<file path="config.mk">
export PLATFORM = sky130hd
export DESIGN_NAME = csla_pipe_adder
export DESIGN_NICKNAME = d
export VERILOG_FILES = /design/src/rtl/csla_pkg.sv /design/src/rtl/csla_seg.sv /design/src/rtl/csla_pipe_adder.sv
export SDC_FILE = /design/constraint.sdc
export NUM_CORES = 1
export LEC_CHECK = 0
export CAP_MARGIN = 15
export CORE_AREA = 2 2 69 121
export DETAILED_ROUTE_END_ITERATION = 12
export DIE_AREA = 0 0 71 123
export PLACE_DENSITY_LB_ADDON = 0.2
export SYNTH_ARGS = -nofsm -noshare
export SYNTH_HDL_FRONTEND = slang
export SYNTH_SLANG_ARGS = --single-unit
</file>
<file path="constraint.sdc">
create_clock -name clk -period 3.8 [get_ports clk]
set_clock_uncertainty 0.05 [all_clocks]
set_input_delay 0.76 -clock clk [delete_from_list [all_inputs] [get_ports clk]]
set_output_delay 0.76 -clock clk [all_outputs]
set_load 0.01 [all_outputs]
</file>
<file path="src/rtl/csla_pkg.sv">
`default_nettype none
// +--------------------------------------------------------------------------+
// | Package     : csla_pkg                                                   |
// | Description : Shared constants and helpers for the pipelined             |
// |               carry-select adder (csla_pipe_adder, csla_seg).            |
// |               c_DEF_* are default width / segment / stage counts.        |
// |               csla_sps() gives the number of segments per stage.         |
// | Revision    : 1.0  initial release                                       |
// +--------------------------------------------------------------------------+
package csla_pkg;

   localparam int c_DEF_WIDTH  = 16;
   localparam int c_DEF_BLK    = 4;
   localparam int c_DEF_STAGES = 2;

   // Segments resolved per pipeline stage.
   function automatic int csla_sps(input int width, input int blk, input int stages);
      return width / blk / stages;
   endfunction

endpackage
`default_nettype wire

</file>
<file path="src/rtl/csla_seg.sv">
`default_nettype none
// +--------------------------------------------------------------------------+
// | Module      : csla_seg                                                   |
// | Description : One BLK-bit carry-select segment. Two ripple adders form   |
// |               the sum for carry-in 0 and carry-in 1; the real incoming   |
// |               carry selects between them.                                |
// | Ports       : i_a, i_b  [BLK]  operand slices                            |
// |               i_ci      [1]    incoming carry (select)                   |
// |               o_s       [BLK]  selected sum slice                        |
// |               o_co      [1]    selected carry out                        |
// | Revision    : 1.0  initial release                                       |
// +--------------------------------------------------------------------------+
module csla_seg
   import csla_pkg::*;
#(
   parameter int BLK = c_DEF_BLK
) (
   input  logic [BLK-1:0] i_a,
   input  logic [BLK-1:0] i_b,
   input  logic           i_ci,
   output logic [BLK-1:0] o_s,
   output logic           o_co
);

   logic [BLK:0] w_sum0;
   logic [BLK:0] w_sum1;
   logic         w_c0;
   logic         w_c1;

   // Both ripple chains are evaluated in parallel, independent of i_ci.
   always_comb begin
      w_sum0 = '0;
      w_sum1 = '0;
      w_c0   = 1'b0;
      w_c1   = 1'b1;
      for (int i = 0; i < BLK; i++) begin
         w_sum0[i] = i_a[i] ^ i_b[i] ^ w_c0;
         w_c0      = (i_a[i] & i_b[i]) | (w_c0 & (i_a[i] ^ i_b[i]));
         w_sum1[i] = i_a[i] ^ i_b[i] ^ w_c1;
         w_c1      = (i_a[i] & i_b[i]) | (w_c1 & (i_a[i] ^ i_b[i]));
      end
      w_sum0[BLK] = w_c0;
      w_sum1[BLK] = w_c1;
   end

   assign {o_co, o_s} = i_ci ? w_sum1 : w_sum0;

endmodule
`default_nettype wire

</file>
<file path="src/rtl/csla_pipe_adder.sv">
`default_nettype none
// +--------------------------------------------------------------------------+
// | Module      : csla_pipe_adder                                            |
// | Description : Pipelined carry-select adder, S = (A+B+Cin) mod 2^WIDTH,   |
// |               with valid/ready handshakes on input and output.           |
// |               Stage j resolves segments [j*SPS, (j+1)*SPS); the carry    |
// |               between stages is registered, so one add issues per cycle. |
// |               Latency is STAGES cycles; outputs come straight from the   |
// |               last stage register.                                       |
// | Ports       : clk, rst_n (async, active low)                             |
// |               i_in_valid / o_in_ready   input handshake                  |
// |               i_a, i_b [WIDTH], i_cin   operands and carry in            |
// |               o_out_valid / i_out_ready output handshake                 |
// |               o_s [WIDTH], o_cout       sum and carry out                |
// |               o_v                       signed overflow (CSLA_OVF_EN)    |
// | Config      : define CSLA_OVF_EN to add the o_v port and its register.   |
// | Revision    : 1.0  initial release                                       |
// +--------------------------------------------------------------------------+
module csla_pipe_adder
   import csla_pkg::*;
#(
   parameter int WIDTH  = c_DEF_WIDTH,
   parameter int BLK    = c_DEF_BLK,
   parameter int STAGES = c_DEF_STAGES
) (
   input  logic             clk,
   input  logic             rst_n,
   input  logic             i_in_valid,
   output logic             o_in_ready,
   input  logic [WIDTH-1:0] i_a,
   input  logic [WIDTH-1:0] i_b,
   input  logic             i_cin,
   output logic             o_out_valid,
   input  logic             i_out_ready,
   output logic [WIDTH-1:0] o_s,
   output logic             o_cout
`ifdef CSLA_OVF_EN
   ,
   output logic             o_v
`endif
);

   localparam int c_SPS = csla_sps(WIDTH, BLK, STAGES);

   logic [STAGES-1:0] r_vld;
   logic [STAGES-1:0] w_en;
   logic [STAGES-1:0] w_vin;
   logic              w_acc;
   logic              r_live;

   // Holds off acceptance until the first clock after reset release so that
   // in_ready stays low throughout reset.
   always_ff @(posedge clk or negedge rst_n) begin
      if (!rst_n) begin
         r_live <= 1'b0;
      end else begin
         r_live <= 1'b1;
      end
   end

   // A stage may load when it is empty or when everything downstream of it
   // is advancing; this lets bubbles collapse.
   always_comb begin
      w_en  = '0;
      w_acc = i_out_ready;
      for (int j = STAGES - 1; j >= 0; j--) begin
         w_acc   = w_acc | ~r_vld[j];
         w_en[j] = w_acc;
      end
   end

   always_comb begin
      w_vin    = '0;
      w_vin[0] = i_in_valid & r_live;
      for (int j = 1; j < STAGES; j++) begin
         w_vin[j] = r_vld[j-1];
      end
   end

   always_ff @(posedge clk or negedge rst_n) begin
      if (!rst_n) begin
         r_vld <= '0;
      end else begin
         for (int j = 0; j < STAGES; j++) begin
            if (w_en[j]) begin
               r_vld[j] <= w_vin[j];
            end
         end
      end
   end

   assign o_in_ready  = w_en[0] & r_live;
   assign o_out_valid = r_vld[STAGES-1];

   for (genvar j = 0; j < STAGES; j++) begin : g_stg
      localparam int c_LO = j * c_SPS * BLK;        // first bit resolved here
      localparam int c_HI = (j + 1) * c_SPS * BLK;  // first bit left for later

      logic [WIDTH-1:c_LO] w_a;
      logic [WIDTH-1:c_LO] w_b;
      logic                w_ci;
      logic [c_HI-1:c_LO]  w_seg_s;
      logic [c_SPS:0]      w_c;
      logic [c_HI-1:0]     w_s_nxt;
      logic                w_ld;
      logic [c_HI-1:0]     r_s;
      logic                r_c;

      // Stage inputs: raw ports for stage 0, otherwise the previous stage's
      // skewed operand bits, registered carry and already-resolved low sum.
      if (j == 0) begin : g_first
         assign w_a     = i_a;
         assign w_b     = i_b;
         assign w_ci    = i_cin;
         assign w_s_nxt = w_seg_s;
      end else begin : g_next
         assign w_a     = g_stg[j-1].g_fwd.r_a;
         assign w_b     = g_stg[j-1].g_fwd.r_b;
         assign w_ci    = g_stg[j-1].r_c;
         assign w_s_nxt = {w_seg_s, g_stg[j-1].r_s};
      end

      assign w_c[0] = w_ci;

      for (genvar k = 0; k < c_SPS; k++) begin : g_seg
         csla_seg #(
            .BLK (BLK)
         ) u_seg (
            .i_a  (w_a[c_LO + k*BLK +: BLK]),
            .i_b  (w_b[c_LO + k*BLK +: BLK]),
            .i_ci (w_c[k]),
            .o_s  (w_seg_s[c_LO + k*BLK +: BLK]),
            .o_co (w_c[k+1])
         );
      end

      // Data only moves when a valid item enters; bubbles leave it stale.
      assign w_ld = w_en[j] & w_vin[j];

      always_ff @(posedge clk or negedge rst_n) begin
         if (!rst_n) begin
            r_s <= '0;
            r_c <= 1'b0;
         end else if (w_ld) begin
            r_s <= w_s_nxt;
            r_c <= w_c[c_SPS];
         end
      end

      // Operand bits not yet consumed travel alongside the partial sum.
      if (j < STAGES - 1) begin : g_fwd
         logic [WIDTH-1:c_HI] r_a;
         logic [WIDTH-1:c_HI] r_b;

         always_ff @(posedge clk or negedge rst_n) begin
            if (!rst_n) begin
               r_a <= '0;
               r_b <= '0;
            end else if (w_ld) begin
               r_a <= w_a[WIDTH-1:c_HI];
               r_b <= w_b[WIDTH-1:c_HI];
            end
         end
      end
   end

   assign o_s    = g_stg[STAGES-1].r_s;
   assign o_cout = g_stg[STAGES-1].r_c;

`ifdef CSLA_OVF_EN
   // The sign bits are still present in the last stage's operand inputs, so
   // overflow is formed there and registered together with the sum.
   logic w_v_nxt;
   logic r_v;

   assign w_v_nxt = (g_stg[STAGES-1].w_a[WIDTH-1] == g_stg[STAGES-1].w_b[WIDTH-1]) &&
                    (g_stg[STAGES-1].w_s_nxt[WIDTH-1] != g_stg[STAGES-1].w_a[WIDTH-1]);

   always_ff @(posedge clk or negedge rst_n) begin
      if (!rst_n) begin
         r_v <= 1'b0;
      end else if (g_stg[STAGES-1].w_ld) begin
         r_v <= w_v_nxt;
      end
   end

   assign o_v = r_v;
`endif

endmodule
`default_nettype wire

</file>
==> impl_metrics.csv <==
group,metric,value,unit
outcome,status,"finished, final reports clean",
clocking,clk_pin_slew,0.06,ns
worst_setup_path,crit_top_cell,"fa_2",
cells_and_area,drive_gt1_frac,0.276,
clocking,cts-hold-fix-buffers,0,
timing,rsz0062_at_grt,"false",
floorplanning,core,7800,um^2
floorplanning,io_pins,56,
power_and_ir_drop,clkPwrFrac,0.268,
timing,worst_slew_pin_slew,0.500,ns
power_and_ir_drop,p_sw_frac,0.264,
clocking,h-tree-depth,2,
clocking,cts_tree,"yes",
cells_and_area,final_cells,307,
floorplanning,start_util,0.292,
floorplanning,fp.dieH,123,um
drt,avgRoutedWirePerCell,13.3,um
cells_and_area,area_delta_synth_final,36.4,%
clocking,clk_path_buf_depth,2,
hold_path,hold_class,"in -> async",
clocking,cts_made_buffers,5,
synth,synth.avg_cell_area,14.8,um^2
power_and_ir_drop,p_per_area,574,nW/um^2
worst_setup_path,path_class,"in -> reg",
timing,final-max-slew-violation-count,0,
drt,drt_wl_total,4.09,mm
worst_setup_path,max_stage_delay,0.39,ns
synth,synth_fp_nets,211,
worst_setup_path,cp_cell_sequence,"dlygate4sd2_1, inv_1, ha_1, inv_1, mux2i_1, fa_2, inv_1, fa_2, fa_2, mux2i_2, fa_2, fa_2, inv_2, fa_1, mux2i_1",
power_and_ir_drop,p_comb_frac,0.330,
floorplanning,die_x,71,um
drt,routed_via_density,4.31,
worst_setup_path,path_buf_inv,5,
power_and_ir_drop,seqPwrFrac,0.401,
drt,postRouteAntennaNets,0,
worst_setup_path,cpMaxStageDelayCell,"fa_1",
timing,whs,0.342,ns
timing,period_minus_slack,3.67,ns
floorplanning,num_rows,43,
synth,yosys_warnings,0,
worst_setup_path,worstSetupStartpointType,"input port",
place,globalplace.congestion,0.671,
synth,yosysUniqueCellTypes,22,
place,io_buffer_count,55,
place,dp_hpwl,2.98,mm
worst_setup_path,endpoint_kind,"flip-flop",
power_and_ir_drop,p_leak,1.42,nW
clocking,clk_latency,0.29,ns
run,maxCapViolations,0,
grt,grt.total_usage,0.108,
timing,maxSlewHeadroom,0.665,
timing,final_hold_viol_count,0,
synth,ys_seq_elements,45,
power_and_ir_drop,max-vdd-ir-drop,0.177,mV
timing,fmax,273,MHz
grt,grt_antenna_before_repair,0,
drt,drt_first_pass_iters,3,
cells_and_area,diodes,0,
cells_and_area,fillerInstances,751,
synth,syn_inst,154,
floorplanning,design.die.area,8730,um^2
cells_and_area,nets,274,
grt,overflow,0,
grt,grt_pass1_vias,1486,
synth,ys_seq_area_frac,0.495,
timing,finalSetupViolCount,0,
clocking,cts_sinks,45,
worst_setup_path,worstPathArrival,3.83,ns
timing,finalCritPeriodShare,0.965,
worst_setup_path,critical-path-top-delay-family,"adder cells",
power_and_ir_drop,intPower,1.31,mW
place,dp.cells,298,
power_and_ir_drop,p_sw,471,uW
drt,vias,1323,
drt,drc,0,
grt,grt_pass1_wl,7.13,mm
worst_setup_path,worstPathRequired,3.96,ns
drt,dr.first_iter.drc_count,15,
worst_setup_path,path_max_fanout,2,
grt,grt_max_degree,46,
clocking,cts_root_buf,"clkbuf_16",
synth,syn_area,2280,um^2
synthesized netlist by cell type:
library cell,n,area [um^2]
xor2_1,4,35.0
o21ai_0,1,5.00
and2_1,1,6.26
nor2b_4,1,13.8
fa_1,12,240
nand3b_1,1,7.51
nor2_1,1,3.75
nand2_1,3,11.3
conb_1,1,3.75
a21oi_1,1,5.00
buf_6,1,11.3
inv_1,24,90.1
mux2_2,18,203
buf_12,2,40.0
nand2b_1,2,12.5
mux2i_1,7,70.1
mux2_1,2,22.5
dfrtp_1,45,1130
mux2_4,17,255
buf_4,1,7.51
ha_1,8,100
nand2_2,1,6.26
sequential cells by signal, indices dropped and copies added (netlist names):
signal / cells
g_stg.r_c: 1
r_vld: 2
g_stg.r_s: 8
r_live: 1
g_stg.g_fwd.r_b: 8
o_s: 16
o_cout: 1
g_stg.g_fwd.r_a: 8
layout by cell type, fill, tap and decap left out:
cell / n
inv_2: 1
mux2_2: 18
o21ai_1: 1
mux2_1: 2
and2_1: 1
buf_12: 1
nand2b_1: 2
a21oi_1: 1
xor2_1: 4
clkinv_2: 1
dfrtp_1: 45
dlygate4sd2_1: 3
clkbuf_16: 5
mux2_4: 17
nor2_1: 1
nand3b_1: 1
bufinv_16: 1
nand2_1: 3
mux2i_1: 6
inv_1: 23
fa_1: 4
buf_4: 4
mux2i_2: 1
conb_1: 1
buf_2: 1
fa_2: 8
ha_1: 8
nor2b_4: 1
clkdlybuf4s50_1: 51
nand2_2: 1
through the flow:
stage | instance area (um^2) | setup slack (ns) | power (mW) | utilization | TNS (ns)
detailed placement | 2900 | -0.497 | 1.32 | 0.371 | -0.986
CTS | 3080 | 0.0118 | 1.82 | 0.395 | 0
global placement | 2900 | -0.465 | 1.31 | 0.371 | -0.902
global route | 3110 | 0.00760 | 1.91 | 0.398 | 0
floorplan | 2280 | 0.114 | 1.02 | - | 0
finish | 3110 | 0.131 | 1.78 | 0.398 | 0
logic make-up (layout without fill, tap and decap cells):
logic type                 count (synthesis)  after routing  share of synthesized area
DFF                                       45             45                      0.495
muxes                                     44             44                      0.242
buffers and inverters                     28             91                     0.0654
adders and majority gates                 20             20                      0.150
and+or+nand+nor                           10             10                     0.0269
xor gates and xnor gates                   4              4                     0.0154
AOI/OAI and AO/OA                          2              2                    0.00439
other                                      1              1                    0.00165
per-layer routing:
| layer | part of all wire | vias up | track usage |
|---|---|---|---|
| met3 | 0.056 | 7 | 0.0326 |
| met4 | 0.022 | 0 | 0.0495 |
| met1 | 0.39 | 660 | 0.122 |
| met2 | 0.53 | 41 | 0.185 |
| li1 | - | 615 | - |
| met5 | 0 | - | 0 |
cell type report:
| cell class | instances | area, um^2 | share of cell area |
|---|---|---|---|
| well taps | 90 | 113 | 0.0363 |
| flip-flops and latches | 45 | 1130 | 0.363 |
| clock inverters | 2 | 35.0 | 0.0113 |
| multi-input cells | 81 | 1020 | 0.330 |
| clock buffers | 5 | 125 | 0.0403 |
| repair buffers | 60 | 592 | 0.191 |
| inverters | 24 | 90.1 | 0.0290 |
power by group through the flow:
stage,Combinational [mW],Sequential [mW],Clock (mW)
5_1_grt,0.659,0.737,0.516
3_3_place_gp,0.584,0.723,0
3_5_place_dp,0.593,0.727,0
4_1_cts,0.600,0.719,0.503
6_report,0.589,0.715,0.479
2_1_floorplan,0.264,0.752,0
what timing repair did:
item / CTS / global route
setup endpoints to repair: 1 / 2
gates resized for setup: 10 / 4
setup buffers: 1 / 0
pin swaps: 5 / 3
path summary, 6_finish.rpt:
kind,to,cells past startpoint,slack [ns],from
worst max-delay path,g_stg[0].r_s[7],15,0.13,i_a[0]
worst min-delay path,o_s[12],1,0.34,rst_n
worst max register to register,o_s[15],13,0.29,g_stg[0].g_fwd.r_a[8]
worst min register to register,o_s[8],1,0.45,o_s[8]
max in group asynchronous,g_stg[0].g_fwd.r_b[15],2,2.86,rst_n
min in group clk,o_s[8],1,0.45,o_s[8]
No activity file was read; power rests on OpenSTA's default activity.
